File: config.mk
export PLATFORM = sky130hd
export DESIGN_NAME = uvmt_cv32e40x_debug_chk_ch
export DESIGN_NICKNAME = d
export VERILOG_FILES = /design/src/rtl/uvmt_cv32e40x_debug_chk_pkg.sv /design/src/rtl/uvmt_cv32e40x_debug_chk_ch.sv
export SDC_FILE = /design/constraint.sdc
export NUM_CORES = 1
export LEC_CHECK = 0
export CAP_MARGIN = 10
export CORE_AREA = 3 3 66 81
export DETAILED_ROUTE_END_ITERATION = 12
export DIE_AREA = 0 0 69 84
export GPL_ROUTABILITY_DRIVEN = 1
export HOLD_SLACK_MARGIN = 0.15
export PLACE_DENSITY = 0.79
export SYNTH_ARGS = -nofsm -noshare
export SYNTH_HDL_FRONTEND = slang
export SYNTH_SLANG_ARGS = --single-unit
File: constraint.sdc
create_clock -name clk_i -period 2.4 [get_ports clk_i]
set_clock_uncertainty 0.15 [all_clocks]
set_input_delay 0.48 -clock clk_i [delete_from_list [all_inputs] [get_ports clk_i]]
set_output_delay 0.48 -clock clk_i [all_outputs]
set_load 0.005 [all_outputs]
File: src/rtl/uvmt_cv32e40x_debug_chk_pkg.sv
// Shared types and constants for the CV32E40X debug-request handshake checker.
package uvmt_cv32e40x_debug_chk_pkg;

    localparam int LAT_W  = 8;
    localparam int CODE_W = 3;

    typedef enum logic [1:0] {
        IDLE = 2'd0,
        PEND = 2'd1,
        DBG  = 2'd2
    } dbg_chk_state_e;

    typedef enum logic [CODE_W-1:0] {
        NONE     = 3'd0,
        SPURIOUS = 3'd1,
        TIMEOUT  = 3'd2,
        REQ_DROP = 3'd3
    } dbg_chk_err_e;

endpackage

File: src/rtl/uvmt_cv32e40x_debug_chk_ch.sv
// Single-channel debug-request checker: IDLE/PEND/DBG tracker with latency
// measurement, completed-session counter and sticky first-error code.
module uvmt_cv32e40x_debug_chk_ch
    import uvmt_cv32e40x_debug_chk_pkg::*;
#(
    parameter int CH_IDX   = 0,
    parameter int MAX_LAT  = 16,
    parameter int CNT_W    = 16,
    parameter int REQ_HOLD = 1
) (
    input  logic              clk_i,
    input  logic              rst_ni,
    input  logic              debug_req_i,
    input  logic              debug_mode_i,
    input  logic              legal_entry_i,
    input  logic              clr_i,
    output logic              err_o,
    output logic [CODE_W-1:0] err_code_o,
    output logic [CNT_W-1:0]  sess_cnt_o,
    output logic [LAT_W-1:0]  max_lat_o
);

    localparam logic [LAT_W-1:0] LAT_LIMIT = LAT_W'(MAX_LAT);
    localparam bit               HOLD      = (REQ_HOLD != 0);

    function automatic logic [CNT_W-1:0] sat_inc_cnt(input logic [CNT_W-1:0] v);
        return (&v) ? v : v + CNT_W'(1);
    endfunction

    function automatic logic [LAT_W-1:0] sat_inc_lat(input logic [LAT_W-1:0] v);
        return (&v) ? v : v + LAT_W'(1);
    endfunction

    dbg_chk_state_e   state_q, state_d;
    logic [LAT_W-1:0] lat_q, lat_d, lat_meas;
    logic             err_q, err_d;
    dbg_chk_err_e     code_q, code_d, code_ev;
    logic [CNT_W-1:0] sess_q, sess_base, sess_d;
    logic [LAT_W-1:0] max_q, max_base, max_d;
    logic             err_ev, sess_ev, meas_ev;

    always_ff @(posedge clk_i) begin
        if (!rst_ni) begin
            state_q <= IDLE;
        end else begin
            state_q <= state_d;
        end
    end

    always_comb begin
        state_d = state_q;
        unique case (state_q)
            IDLE: begin
                if (debug_mode_i)     state_d = DBG;
                else if (debug_req_i) state_d = PEND;
            end
            PEND: begin
                if (debug_mode_i)              state_d = DBG;
                else if (HOLD && !debug_req_i) state_d = IDLE;
            end
            DBG: begin
                // A request still held at exit re-arms immediately.
                if (!debug_mode_i) state_d = (HOLD && debug_req_i) ? PEND : IDLE;
            end
            default: state_d = IDLE;
        endcase
    end

    always_comb begin
        err_ev   = 1'b0;
        code_ev  = NONE;
        sess_ev  = 1'b0;
        meas_ev  = 1'b0;
        lat_meas = '0;
        lat_d    = lat_q;
        unique case (state_q)
            IDLE: begin
                if (debug_mode_i) begin
                    if (!legal_entry_i && debug_req_i) begin
                        meas_ev = 1'b1;
                    end else if (!legal_entry_i) begin
                        err_ev  = 1'b1;
                        code_ev = SPURIOUS;
                    end
                end else if (debug_req_i) begin
                    lat_d = LAT_W'(1);
                end
            end
            PEND: begin
                if (debug_mode_i) begin
                    meas_ev  = 1'b1;
                    lat_meas = lat_q;
                end else if (HOLD && !debug_req_i) begin
                    err_ev  = 1'b1;
                    code_ev = REQ_DROP;
                end else begin
                    if (lat_q == LAT_LIMIT) begin
                        err_ev  = 1'b1;
                        code_ev = TIMEOUT;
                    end
                    lat_d = sat_inc_lat(lat_q);
                end
            end
            DBG: begin
                if (!debug_mode_i) begin
                    sess_ev = 1'b1;
                    if (HOLD && debug_req_i) lat_d = LAT_W'(1);
                end
            end
            default: ;
        endcase
    end

    // Clear acts on the old values; this cycle's events land on top of it.
    always_comb begin
        sess_base = clr_i ? '0 : sess_q;
        max_base  = clr_i ? '0 : max_q;
        sess_d    = sess_ev ? sat_inc_cnt(sess_base) : sess_base;
        max_d     = (meas_ev && (lat_meas > max_base)) ? lat_meas : max_base;
        err_d     = err_ev | (err_q & ~clr_i);
        code_d    = clr_i ? NONE : code_q;
        if (err_ev && (clr_i || !err_q)) code_d = code_ev;
    end

    always_ff @(posedge clk_i) begin
        if (!rst_ni) begin
            lat_q  <= '0;
            err_q  <= 1'b0;
            code_q <= NONE;
            sess_q <= '0;
            max_q  <= '0;
        end else begin
            lat_q  <= lat_d;
            err_q  <= err_d;
            code_q <= code_d;
            sess_q <= sess_d;
            max_q  <= max_d;
        end
    end

    assign err_o      = err_q;
    assign err_code_o = code_q;
    assign sess_cnt_o = sess_q;
    assign max_lat_o  = max_q;

`ifndef SYNTHESIS
    always_ff @(posedge clk_i) begin
        if (rst_ni && err_ev) begin
            err_coded: assert (code_ev != NONE)
                $info("debug_req_chk: channel %0d flagged code %0d", CH_IDX, code_ev);
        end
    end
`endif

endmodule

==> run metrics, run 1 <==
status=completed; PortBufs=32; Area after DPL=2860 µm²; Clock Power Share=35.9%; Reg2Reg Depth=9; core area=4594 µm²; Tot GR Track Use=21.05%; DR iter-0 viols=165; first-pass GRT wire length=10.17 mm; Worst Tran Pin Value=0.4807 ns; dpl hpwl=4.324 mm; largest net degree at the start of global routing=17; Yosys reg bits=37; Post-synth top cells=dfxtp_1, nor2_1, nand2_1; Final Max Slew Viols=0; crit end category=register; final hold vios=0; Synthesis Warnings=0; hold depth=2; mean post-synth cell area=8.396 µm²; maximum clock path buffer count=2; initial antenna violation count=0; Comb pwr share=10.1%; layout cells sized above 1=23.35%; post-synthesis sequential area ratio=32.80%; Area growth, synth to finish=35.73%; cells after synthesis=269; DIE AREA=5796 µm²; crit path DAT=2.35 ns; CP Data Required Time=2.42 ns; Yosys top cell by area=dfxtp_1; setup TNS=0 ns; I/O pin count=34; sequential power share=54.1%; VDD IR max=0.2042 mV; Int Power=864.4 µW; startpoint types=register; H-Tree Depth=2; clock sinks=37; f_max=429.4 MHz; clk slew on worst S/H paths=0.07 ns; Pre-antenna DRT Iters=4; min-delay worst type=register to register; Root Buffer=clkbuf_8; Num CTS Buffers=5; P_leak=0.001101 µW; main area contributors after synthesis=dfxtp_1, ha_1, nor2_1; Overflow after GRT=0; CP Max Fanout=8; antenna-violating nets left=0; latest clock arrival within the worst-skew pair=0.29 ns; final period utilization=97.04%; endpoints failing setup=0; Synth Flop Type=dfxtp_1; Pwr Density=375.3 nW/µm²; Die Height=84 µm; final core utilization=66.72%; DR DRC count=0; Switching Share=24.87%; drt total wl=5.962 mm; Die Wd=69 µm; Fillers=402; headroom to the max-slew limit=67.50%; Synth Net Count=286; CTS tree=done; Net Sw Power=286.2 µW; Via Count=2199; EDFF count, synth=0; ANT cells=0; Hold WS=0.3524 ns; drt wl/cell=15.21 µm; post-synth top area share=32.80%; Vias per Instance=5.610; RSZ-0062 raised after global routing=true; top-count cell post-synth=dfxtp_1; Final Instance Area=3065 µm²; row count=27; post-synthesis instance area=2258 µm²; Tmin final=2.329 ns; Starting Density=49.16%; ys async rst share=0%; CP Class=register to register; RePlAce Congestion=0.8578; vias in the first global route=2213; nets=352; max-cap viol count=0; Synth cell types=52
[worst max-delay path, cell delays in order, from the launching register on]
cell	delay (ns)
dfxtp_1	0.31
nand2b_4	0.15
nor2_4	0.16
and2_4	0.19
ha_4	0.21
and3_4	0.17
a221o_1	0.33
a211oi_2	0.25
nor2_4	0.13
mux2i_1	0.14
[cells in the final DEF, fill, tap and decap left out, types with 4 or more instances in the layout]
| cell type | Yosys | routed |
|---|---|---|
| or2_2 | 8 | 8 |
| a21oi_1 | 9 | 9 |
| nor2_1 | 29 | 28 |
| nor2b_1 | 8 | 7 |
| nand2b_4 | 0 | 4 |
| and3_1 | 5 | 4 |
| nand4b_1 | 4 | 4 |
| ha_1 | 11 | 8 |
| nand4_1 | 5 | 5 |
| a311oi_1 | 4 | 4 |
| clkdlybuf4s50_1 | 0 | 30 |
| buf_4 | 1 | 35 |
| xnor2_1 | 11 | 11 |
| nand3_1 | 7 | 7 |
| o21ai_0 | 5 | 5 |
| nand2_1 | 24 | 24 |
| inv_1 | 8 | 7 |
| clkbuf_8 | 0 | 5 |
| mux2i_1 | 9 | 9 |
| nand2b_1 | 13 | 9 |
| nor3_1 | 10 | 9 |
| and2_1 | 7 | 4 |
| dfxtp_1 | 37 | 36 |
[layer usage]
metal	wire length (µm)	share of wire [%]	track usage, %	vias up
met5	0	0	0	-
met4	53	0.89	6.039	0
met3	239	4.0	3.735	6
met2	3222	54	40.10	63
met1	2446	41	23.35	1047
li1	-	-	-	1083
[cells by family (layout without fill, tap and decap cells)]
| logic type | count (synthesis) | in the layout | synth area share [%] |
|---|---|---|---|
| buffers and inverters | 17 | 82 | 3.047 |
| adder cells (fa/ha/maj) | 11 | 11 | 6.094 |
| AO/OA/AOI/OAI | 37 | 37 | 12.52 |
| multiplexers | 10 | 10 | 4.488 |
| other | 1 | 1 | 0.1660 |
| flip-flops | 37 | 37 | 32.80 |
| XOR/XNOR | 13 | 13 | 5.042 |
| AND/OR/NAND/NOR | 143 | 143 | 35.85 |
[final timing paths]
kind                                     from            end  slack [ns]
worst max register to register     state_q[1]   max_lat_o[0]        0.07
worst max-delay path               state_q[1]   max_lat_o[0]        0.07
worst min-delay path            sess_cnt_o[9]  sess_cnt_o[9]        0.35
worst min register to register  sess_cnt_o[9]  sess_cnt_o[9]        0.35
[through the flow]
stage                     power (µW)  cells  setup WS (ns)
after floorplan                691.2    269        0.01065
after global placement         742.2    382        -0.6184
after detailed placement       743.7    382        -0.7137
after CTS                       1152    388        0.01884
after global routing            1201    392       -0.02341
final                           1151    392        0.07100
[sequential cells by signal, indices dropped and copies added, names as in the netlist]
| signal | flops |
|---|---|
| sess_cnt_o | 16 |
| lat_q | 8 |
| max_lat_o | 8 |
| err_code_o | 2 |
| state_q | 2 |
| err_o | 1 |
[power by group through the flow]
stage / sequential [µW] / combinational, µW / clock [µW]
5_1_grt: 623 / 126 / 453
3_3_place_gp: 636 / 107 / 0
4_1_cts: 622 / 113 / 417
2_1_floorplan: 639 / 51.8 / 0
3_5_place_dp: 636 / 108 / 0
6_report: 622 / 116 / 413
[repair_timing]
| action | in CTS | in global routing |
|---|---|---|
| hold buffers | 0 | 0 |
| gates resized for setup | 19 | 5 |
| cloned | 0 | 0 |
| buffers inserted | 0 | 4 |
| endpoints found under the setup margin | 11 | 9 |
| hold endpoints to repair | 0 | 0 |
| pin swaps | 6 | 4 |
[cell type report]
class / count / area (µm²) / area share [%]
repair buffers: 68 / 588.1 / 19.18
clock buffers: 5 / 68.82 / 2.245
multi-input cells: 215 / 1559 / 50.86
flip-flops and latches: 37 / 742.0 / 24.20
inverters: 8 / 30.03 / 0.9796
well taps: 58 / 72.57 / 2.367
clock inverters: 1 / 5.005 / 0.1633
Note: power is estimated with default switching activity, not from simulation.
==> run 2, diff against run 1 <==
- SETUP_SLACK_MARGIN: not set -> 0.2
- SLEW_MARGIN: not set -> 25
==> run 2 against run 1 <==
Compared with the run above:
- the run now ends with setup timing left
- combinational power is 6% lower
- final area is 1.0% higher
- sequential power grew 0.6%
- sequential share of layout area decreased by 0.20 points
- count of clock-buffer cells in the layout increased by 1
- register-to-register slack lost 0.12 ns
- die area is the same
- critical path depth stayed put
- total power increased by 1.2%
- global-route usage shrank 0.78 points
- final cell count fell by 0.26%
- critical path type unchanged
- largest power group unchanged
==> run metrics, run 2 (synthesis gave the netlist of run 1 again) <==
status=finished, violations left; failing checks=setup timing; maximum clock path buffer count=2; endpoints failing setup=7; Pwr Density=376.1 nW/µm²; Fillers=373; antenna-violating nets left=0; CTS tree=done; CP Data Required Time=2.43 ns; PortBufs=32; vias in the first global route=2094; final period utilization=101.9%; P_leak=0.001090 µW; clk slew on worst S/H paths=0.08 ns; RR Endpoint=max_lat_o[1]; Area growth, synth to finish=37.12%; Register-to-Register Setup Slack=-0.05 ns; Tot GR Track Use=20.26%; final core utilization=67.40%; Final Max Slew Viols=0; crit end category=register; core area=4594 µm²; drt wl/cell=15.07 µm; final hold vios=0; Die Wd=69 µm; origin of the critical flop-to-flop path=state_q[1]; most common cell after layout, fill and taps aside=dfxtp_1; H-Tree Depth=2; DIE AREA=5796 µm²; hold_sp=sess_cnt_o[9]; Via Count=2137; placed cells=378; final setup margin=-0.04590 ns; RSZ-0062 raised after global routing=true; Overflow after GRT=0; Root Buffer=clkbuf_8; DR iter-0 viols=78; Hold-fix buffers, CTS=0; most frequent cells in the layout=dfxtp_1, buf_4, clkdlybuf4s50_1; ANT cells=0; Num CTS Buffers=5; max-cap viol count=0; f_max=408.8 MHz; row count=27; Worst Hold Endpoint=sess_cnt_o[9]; max FFs per register=16; Worst Tran Pin Value=0.5148 ns; nets=349; latest clock arrival within the worst-skew pair=0.29 ns; min-delay worst type=register to register; CP Max Fanout=7; Die Height=84 µm; fin cells=391; first-pass GRT wire length=9.660 mm; crit path DAT=2.48 ns; Tmin final=2.446 ns; drt total wl=5.893 mm; Vias per Instance=5.465; Pre-antenna DRT Iters=4; CP Class=register to register; startpoint types=register; VDD IR max=0.2796 mV; DR DRC count=0; initial antenna violation count=0; dpl hpwl=4.333 mm; layout cells sized above 1=24.92%; I/O pin count=34; clock sinks=37; Reg2Reg Depth=9; RePlAce Congestion=0.8538; headroom to the max-slew limit=65.20%; largest net degree at the start of global routing=16; hold depth=2; Starting Density=49.16%
==> run 2: cell types whose count changed in the layout (fill, tap and decap cells not counted), sizes merged <==
| cell | previous run | this run |
|---|---|---|
| clkinv | 1 | 2 |
| dlygate4sd2 | 1 | 0 |
| clkdlybuf4s15 | 0 | 1 |
| buf | 36 | 34 |
==> run 2: through the flow <==
| stage | instance area (µm²) | total power, µW | setup TNS, ns | hold slack, ns | setup WS (ns) |
|---|---|---|---|---|---|
| finish | 3097 | 1165 | -0.1463 | 0.3559 | -0.04590 |
| detailed placement | 2939 | 747.3 | -10.55 | 0.3330 | -0.5653 |
| floorplan | 2386 | 698.7 | 0 | 0.3209 | 0.1698 |
| global placement | 2939 | 745.7 | -9.762 | 0.3299 | -0.4523 |
| CTS | 3067 | 1175 | 0 | 0.3487 | 0.004804 |
| global route | 3097 | 1212 | -0.8747 | 0.3811 | -0.1319 |
==> run 2: how the worst max path moves through the flow <==
stage / slack, ns / cells after the start / startpoint / to
after global placement: -0.45 / 9 / clr_i / max_lat_o[4]
after detailed placement: -0.57 / 9 / debug_mode_i / max_lat_o[3]
after CTS: 0.005 / 9 / state_q[1] / max_lat_o[1]
final: -0.05 / 9 / state_q[1] / max_lat_o[1]
after global routing: -0.13 / 9 / state_q[1] / max_lat_o[1]
after floorplan: 0.17 / 9 / state_q[1] / max_lat_o[0]
==> run 2: worst max-delay path, stage by stage, from the launching register on <==
cell and delay, ns:
dfxtp_2 0.32, nand2b_4 0.17, nor3_4 0.25, ha_4 0.23, and3_4 0.18, a221o_1 0.36, a211oi_4 0.31, nor2_4 0.08
buf_12 0.15, mux2i_2 0.14
==> run 2: report_power, final <==
| part | total (µW) | internal (µW) | switching, µW |
|---|---|---|---|
| combinational | 109 | 51.1 | 57.4 |
| sequential | 626 | 619 | 6.74 |
| clock | 430 | 201 | 229 |
| total | 1160 | 872 | 293 |
==> run 2: routing by layer <==
metal | global-route usage, % | up-vias | part of all wire (%)
li1 | - | 1087 | -
met1 | 21.55 | 990 | 40
met2 | 38.02 | 48 | 53
met3 | 4.096 | 12 | 3.7
met4 | 8.526 | 0 | 2.7
met5 | 0 | - | 0
==> run 2: area by class of cell <==
cell class,instances,area (µm²),area share [%]
clock inverters,2,10.01,0.3232
flip-flops and latches,37,743.2,24.00
repair buffers,65,580.6,18.75
clock buffers,6,72.57,2.343
inverters,8,32.53,1.051
well taps,58,72.57,2.343
multi-input cells,215,1585,51.19
==> run 2: repair_timing <==
item | in CTS | in global routing
pin swaps | 8 | 9
endpoints found under the setup margin | 27 | 15
setup buffers | 4 | 1
resized for setup | 6 | 11
==> run 3, diff against run 2 <==
- MAX_ROUTING_LAYER: not set -> met4
==> run 3 against run 2 <==
Compared with the run above:
- the run still ends with setup timing left
- via count rose by 0.47%
- clock power barely moved
- final area did not move
- sequential share of layout area did not move
- critical path depth did not move
- utilization did not move
- non-clock buffer count did not move
- total power fell by 0.21%
- global-route usage rose by 0.64 points
- critical path type unchanged
- critical endpoint unchanged
- largest power group unchanged
==> run metrics, run 3 (synthesis gave the netlist of run 1 again) <==
status=finished, violations left; failing checks=setup timing; ANT cells=0; WP buf/inv=1; met2 routed wirelength=3.156 mm; fin cells=391; clock sinks=37; final hold vios=0; Register Area=743.2 µm²; clk slew on worst S/H paths=0.08 ns; Starting Density=49.16%; Pre-antenna DRT Iters=4; Worst path slowest cell=a221o_1; max FFs per register=16; vias in the first global route=2100; Area growth, synth to finish=37.12%; maximum clock path buffer count=2; most common cell after layout, fill and taps aside=dfxtp_1; Die Wd=69 µm; Fillers=373; H-Tree Depth=2; Via Count=2147; final core utilization=67.40%; DR iter-0 viols=80; PortBufs=32; latest clock arrival within the worst-skew pair=0.29 ns; VDD IR max=0.2785 mV; Final Max Slew Viols=0; drt total wl=5.868 mm; final setup margin=-0.04163 ns; metal3 WL=226 µm; startpoint types=register; f_max=409.6 MHz; max-cap viol count=0; RePlAce Congestion=0.8673; placed cells=378; CP Max Fanout=7; Tot GR Track Use=20.90%; Num CTS Buffers=5; DIE AREA=5796 µm²; crit path DAT=2.48 ns; pre-CTS setup slack=-0.5653 ns; Tmin final=2.442 ns; core area=4594 µm²; CP Cell Sequence=nand2b_4, nor3_4, ha_4, and3_4, a221o_1, a211oi_4, nor2_4, buf_12, mux2i_2; uppermost routed layer=met4; final period utilization=101.7%; initial antenna violation count=0; CP Class=register to register; drt wl/cell=15.01 µm; dpl hpwl=4.333 mm; antenna-violating nets left=0; layout cells sized above 1=24.92%; headroom to the max-slew limit=65.01%; P_leak=0.001090 µW; Top Family by Delay on Critical Path=simple AND/OR/NAND/NOR gates; most frequent cells in the layout=dfxtp_1, buf_4, clkdlybuf4s50_1; Overflow after GRT=0; CTS tree=done; Root Buffer=clkbuf_8; CP Data Required Time=2.43 ns; Worst Tran Pin Value=0.5176 ns; DR DRC count=0; RSZ-0062 raised after global routing=true; largest net degree at the start of global routing=16; nets=349; met1 wire length=2.330 mm; crit end category=register; I/O pin count=34; min-delay worst type=register to register; Vias per Instance=5.491; endpoints failing setup=7; Crit path largest cell delay=0.36 ns; multi-input logic area=1585 µm²; Die Height=84 µm; first-pass GRT wire length=9.687 mm; row count=27; Pwr Density=375.4 nW/µm²
[run 3: cell counts in the layout (fill, tap and decap cells not counted)]
Identical to the previous run, type by type.
[run 3: layer usage]
metal,vias up,global-route usage (%)
li1,1084,-
met1,999,21.55
met2,52,38.28
met3,12,4.096
met4,0,8.526
met5,-,-
[run 3: area by class of cell]
| class | instances | share of cell area (%) |
|---|---|---|
| clock buffer | 6 | 2.343 |
| clock inverter | 2 | 0.3232 |
| inverter | 8 | 1.051 |
| multi-input combinational | 215 | 51.19 |
| sequential | 37 | 24.00 |
| tap | 58 | 2.343 |
| timing repair buffer | 65 | 18.75 |
[run 3: worst reg2reg max path, cell delays in order (launching register included)]
cell      delay, ns
dfxtp_2        0.32
nand2b_4       0.17
nor3_4         0.25
ha_4           0.24
and3_4         0.18
a221o_1        0.36
a211oi_4       0.31
nor2_4         0.08
buf_12         0.15
mux2i_2        0.14
[run 3: per-stage QoR]
| step | instance area (µm²) | TNS [ns] | hold WS [ns] | total power (µW) |
|---|---|---|---|---|
| floorplan | 2386 | 0 | 0.3209 | 698.7 |
| global placement | 2939 | -9.762 | 0.3299 | 745.7 |
| detailed placement | 2939 | -10.55 | 0.3330 | 747.3 |
| CTS | 3067 | 0 | 0.3487 | 1175 |
| global route | 3097 | -0.8686 | 0.3811 | 1215 |
| finish | 3097 | -0.1196 | 0.3553 | 1162 |
[run 3: where the power goes]
| group | switching, µW | internal, µW | total (µW) | leakage, µW |
|---|---|---|---|---|
| Clock | 227 | 201 | 428 | 0.0000450 |
| Combinational | 57.4 | 51.1 | 108 | 0.000746 |
| Sequential | 6.70 | 619 | 626 | 0.000300 |
[run 3: worst paths after layout]
check / from / end / slack, ns / depth (start not counted)
worst max register to register: state_q[1] / max_lat_o[1] / -0.04 / 9
worst min-delay path: sess_cnt_o[9] / sess_cnt_o[9] / 0.36 / 2
worst max-delay path: state_q[1] / max_lat_o[1] / -0.04 / 9
worst min register to register: sess_cnt_o[9] / sess_cnt_o[9] / 0.36 / 2
[run 3: what timing repair did]
action / CTS / global route
gates cloned: 0 / 0
pin swaps: 8 / 9
resized for setup: 6 / 11
hold buffers: 0 / 0
buffers inserted: 4 / 1
setup endpoints to repair: 27 / 15
